## config.mk

```make
export PLATFORM = sky130hd
export DESIGN_NAME = umi_xbar_ingress
export DESIGN_NICKNAME = d
export VERILOG_FILES = /design/src/rtl/umi_xbar_ingress.sv
export SDC_FILE = /design/constraint.sdc
export NUM_CORES = 2
export LEC_CHECK = 0
export CAP_MARGIN = 10
export CORE_ASPECT_RATIO = 1.1
export CORE_MARGIN = 2
export CORE_UTILIZATION = 25
export DETAILED_ROUTE_END_ITERATION = 7
export DONT_BUFFER_PORTS = 1
export SLEW_MARGIN = 10
export SYNTH_ARGS = -nofsm -noshare
export SYNTH_HDL_FRONTEND = slang
export SYNTH_SLANG_ARGS = --single-unit
```

## constraint.sdc

```tcl
create_clock -name clk -period 21.2 [get_ports clk]
set_input_delay 3.18 -clock clk [delete_from_list [all_inputs] [get_ports clk]]
set_output_delay 3.18 -clock clk [all_outputs]
set_load 0.005 [all_outputs]
```

## src/rtl/umi_xbar_ingress.sv

```systemverilog
// Purpose: per-port ingress FIFO ahead of umi_crossbar; decodes the dest port ID into a one-hot request at push time.
// Latency: 1 cycle from accept edge to request visible; strict FIFO order.
// Backpressure: umi_in_ready is registered (count_next < DEPTH); head request/payload held stable until umi_out_ready pops it.
//
// Ports:
//   clk, nreset                        clock, async active-low reset
//   umi_in_valid/ready/cmd/dstaddr/    upstream UMI packet interface
//     srcaddr/data
//   umi_out_request[N]                 one-hot request to crossbar, zero when empty
//   umi_out_ready                      crossbar grant/ready for this port
//   umi_out_cmd/dstaddr/srcaddr/data   head-entry payload (valid only while request != 0)
//   decode_err                         one-cycle pulse per accepted packet whose ID >= N
module umi_xbar_ingress #(
    parameter int N        = 4,
    parameter int CW       = 32,
    parameter int AW       = 64,
    parameter int DW       = 512,
    parameter int DEPTH    = 4,
    parameter int IDOFFSET = 40,
    parameter int IDW      = 16,
    parameter int DEFPORT  = 0
) (
    input  logic          clk,
    input  logic          nreset,
    input  logic          umi_in_valid,
    output logic          umi_in_ready,
    input  logic [CW-1:0] umi_in_cmd,
    input  logic [AW-1:0] umi_in_dstaddr,
    input  logic [AW-1:0] umi_in_srcaddr,
    input  logic [DW-1:0] umi_in_data,
    output logic [N-1:0]  umi_out_request,
    input  logic          umi_out_ready,
    output logic [CW-1:0] umi_out_cmd,
    output logic [AW-1:0] umi_out_dstaddr,
    output logic [AW-1:0] umi_out_srcaddr,
    output logic [DW-1:0] umi_out_data,
    output logic          decode_err
);

    localparam int PW = (DEPTH > 1) ? $clog2(DEPTH) : 1;
    localparam int CNTW = PW + 1;

    logic [CW-1:0] cmd_mem [DEPTH];
    logic [AW-1:0] dst_mem [DEPTH];
    logic [AW-1:0] src_mem [DEPTH];
    logic [DW-1:0] data_mem[DEPTH];
    logic [N-1:0]  req_mem [DEPTH];

    logic [PW-1:0]   wrptr, rdptr;
    logic [CNTW-1:0] count, count_next;
    logic            push, pop;
    logic [IDW-1:0]  id;
    logic [N-1:0]    req_dec;
    logic            id_bad;

    assign push = umi_in_valid & umi_in_ready;
    assign pop  = (count != '0) & umi_out_ready;

    assign count_next = count + CNTW'(push) - CNTW'(pop);

    // Destination decode; out-of-range IDs fall back to DEFPORT and flag an error.
    assign id = umi_in_dstaddr[IDOFFSET +: IDW];

    always_comb begin
        req_dec = '0;
        id_bad  = 1'b1;
        for (int i = 0; i < N; i++) begin
            if (id == IDW'(i)) begin
                req_dec[i] = 1'b1;
                id_bad     = 1'b0;
            end
        end
        if (id_bad) begin
            req_dec[DEFPORT] = 1'b1;
        end
    end

    // Control state, reset asynchronously so a mid-operation reset discards everything.
    always_ff @(posedge clk or negedge nreset) begin
        if (!nreset) begin
            wrptr        <= '0;
            rdptr        <= '0;
            count        <= '0;
            umi_in_ready <= 1'b0;
            decode_err   <= 1'b0;
        end else begin
            if (push) wrptr <= wrptr + PW'(1);
            if (pop)  rdptr <= rdptr + PW'(1);
            count        <= count_next;
            umi_in_ready <= (count_next < CNTW'(DEPTH));
            decode_err   <= push & id_bad;
        end
    end

    // Storage is not reset; request output is gated by count instead.
    always_ff @(posedge clk) begin
        if (push) begin
            cmd_mem[wrptr]  <= umi_in_cmd;
            dst_mem[wrptr]  <= umi_in_dstaddr;
            src_mem[wrptr]  <= umi_in_srcaddr;
            data_mem[wrptr] <= umi_in_data;
            req_mem[wrptr]  <= req_dec;
        end
    end

    assign umi_out_request = (count != '0) ? req_mem[rdptr] : '0;
    assign umi_out_cmd     = cmd_mem[rdptr];
    assign umi_out_dstaddr = dst_mem[rdptr];
    assign umi_out_srcaddr = src_mem[rdptr];
    assign umi_out_data    = data_mem[rdptr];

endmodule

```

==> impl_metrics.yaml <==
timing:
  clock_skew_ps: 68.76
  fmax_mhz: 109.0
  setup_viol: 0
  setup_slack_ps: 12020
  worst_pin_slew_ps: 1129
  slew_headroom: 0.2476
  rsz0062_at_grt: "false"
  slew_violations: 0
  fin_crit_ps: 9178
  tns_ps: 0
  hold_viol_final: 0
  fin_crit_sh: 0.4329
clock_tree:
  ctsHoldBuffers: 0
  insertion_delay_ps: 890
  cts_tree: "yes"
  cts_buffers: 282
  cts_setup_buffers: 0
  cts_root_buf: "clkbuf_16"
  h-tree-depth: 5
  cts.path.max_buffers: 4
  clkSinkCount: 2713
  clk_pin_slew_worst_paths_ps: 60
  cts_resized: 0
logic_synthesis:
  synth-edff-count: 2704
  syn_avg_cell_area_um2: 27.37
  synthXorXnorAreaFrac: 0.0004467
  synthCells: 3582
  synth_top_family_by_area: "multiplexers"
  synthDistinctLibCells: 24
  yosys_warnings: 0
  synth_area_leader_cell: "edfxtp_1"
  synth-seq-cells: 2713
  synth-simple-area-share: 0.001225
  syn_area_um2: 98030
  synth_compound_area_frac: 0.0001659
  yosys.area.top_type_share: 0.8283
  synth_nets: 4265
  synth-async-reset-ratio: 0.003317
  synth.area.mux_share: 0.1554
  synth.yosys.seq_area_share: 0.8306
  synth_fa_ha_area_frac: 0.0009701
  synth_flop_cell: "edfxtp_1"
  synthTopCellsByArea: "edfxtp_1 (83%), mux4_2 (16%), buf_6 (0.55%)"
setup_path:
  slowest_delay_ps: 990
  critPathMaxFanout: 49
  start_kind: "flop"
  crit_slowest_cell: "dfrtp_4"
  end_kind: "output port"
  required_ps: 18020
  cpMostUsedCell: "buf_4"
  criticalPathCategory: "flop to output port"
  r2r_setup_slack_ps: 16130
  path_cells: "buf_4 > buf_4 > buf_4 > buf_4 > mux4_2"
  cp.arrival_ps: 6000
grt:
  antenna_found_initial: 42
  grt_pass1_vias: 41200
  gr-total-overflow: 0
  grt_pass1_wl_um: 353400
  grtUsageTotal: 0.1275
  grt_max_degree: 140
cells_and_area:
  final_cell_mix: "edfxtp_1 (2704), mux4_2 (676), clkbuf_16 (287)"
  layout-drive-gt1-share: 0.2873
  fill_cells: 37380
  area_growth_pct: 15.76
  nets: 4471
  final_common_cell: "edfxtp_1"
place:
  numPortBuffers: 0
  pre_cts_slack_ps: 12680
  dpl.hpwl_um: 185300
  gp_congestion: 0.8302
route:
  first_pass_iters: 6
  via_count: 40530
  ant_nets: 0
  via_per_inst: 4.356
  drc_errors: 0
  wirelength_um: 265100
  wl_per_cell_um: 28.49
  drtIter0Drc: 3571
floorplan:
  die_x_um: 601.0
  ios: 1354
  start_util: 0.2506
  core-area_um2: 391100
  rows: 241
  die_area_um2: 397100
  die_h_um: 660.7
power_and_ir_drop:
  ir_drop_v: 0.00008776
  leakage_nw: 33.96
  powerDensity_nw_per_um2: 136.6
job:
  cap_violations: 0
hold_path:
  worstHoldPathType: "flop to flop"
run_status:
  outcome: "complete, no violations"
-- cell usage after synthesis (4+ instances only) --
library cell / instances
buf_4: 26
and3_1: 4
ha_1: 6
xnor2_1: 4
nor2b_1: 5
clkbuf_1: 29
dfrtp_1: 9
buf_2: 35
inv_1: 6
edfxtp_1: 2704
buf_6: 48
mux4_2: 676
buf_1: 13
-- stage by stage --
| stage | power, W | instances | util | instance area, µm² | hold slack [ps] |
|---|---|---|---|---|---|
| 4_1_cts | 0.01578 | 9241 | 0.2897 | 113300 | 546.3 |
| 2_1_floorplan | 0.01007 | 3582 | - | 98030 | 498.0 |
| 6_report | 0.01550 | 9306 | 0.2901 | 113500 | 543.6 |
| 3_5_place_dp | 0.01087 | 8728 | 0.2663 | 104100 | 534.5 |
| 5_1_grt | 0.01605 | 9262 | 0.2899 | 113400 | 571.5 |
| 3_3_place_gp | 0.01084 | 8728 | 0.2663 | 104100 | 527.8 |
-- cell families (layout without fill, tap and decap cells) --
kind of cell / after synthesis / in the layout
xor gates and xnor gates: 5 / 5
AOI/OAI and AO/OA: 2 / 2
adders and majority gates: 7 / 7
DFF: 2713 / 2713
and+or+nand+nor: 21 / 21
other: 0 / 65
buffers and inverters: 157 / 592
muxes: 677 / 677
-- where the power goes --
group	switching (W)	internal [W]	leakage [nW]
Combinational	0.00231	0.00138	4.85
Sequential	0.000186	0.00673	24.7
Clock	0.00209	0.00280	4.44
Total	0.00458	0.0109	34.0
-- final cells by class --
class                           instances  area [µm²]  area share
Antenna cell                           65       162.7    0.001433
Tap cell                             5224        6536     0.05760
Inverter                                6       22.52   0.0001985
Multi-Input combinational cell        712       15530      0.1369
Timing Repair Buffer                   73       623.1    0.005491
Sequential cell                      2713       81430      0.7176
Clock buffer                          343        7392     0.06514
Clock inverter                        170        1778     0.01567
-- final timing paths --
check                        startpoint                end  cells past startpoint
max                            rdptr[0]  umi_out_data[209]                      5
min                            wrptr[0]           wrptr[0]                      1
max reg2reg                umi_in_ready   data_mem[1][461]                      6
min reg2reg                    wrptr[0]           wrptr[0]                      1
max in group asynchronous        nreset           rdptr[0]                      0
min in group asynchronous        nreset           wrptr[1]                      0
-- critical path, delay by kind of cell (launching register included) --
| family | cells | cell delay (ps) |
|---|---|---|
| buffers and inverters | 4 | 3250 |
| flip-flops | 1 | 990 |
| multiplexers | 1 | 670 |
-- metal layers --
metal / wire (µm) / GRT usage
met5: 132 / 0
met4: 14540 / 0.06778
met3: 29640 / 0.06436
met1: 82630 / 0.1208
met2: 138200 / 0.2238
-- state kept, by name, summed over array words and instances (netlist names) --
| name | flops |
|---|---|
| decode_err | 1 |
| dst_mem | 256 |
| data_mem | 2048 |
| req_mem | 16 |
| cmd_mem | 128 |
| count | 3 |
| rdptr | 2 |
| wrptr | 2 |
| umi_in_ready | 1 |
| src_mem | 256 |
No activity file was read; power rests on OpenSTA's default activity.
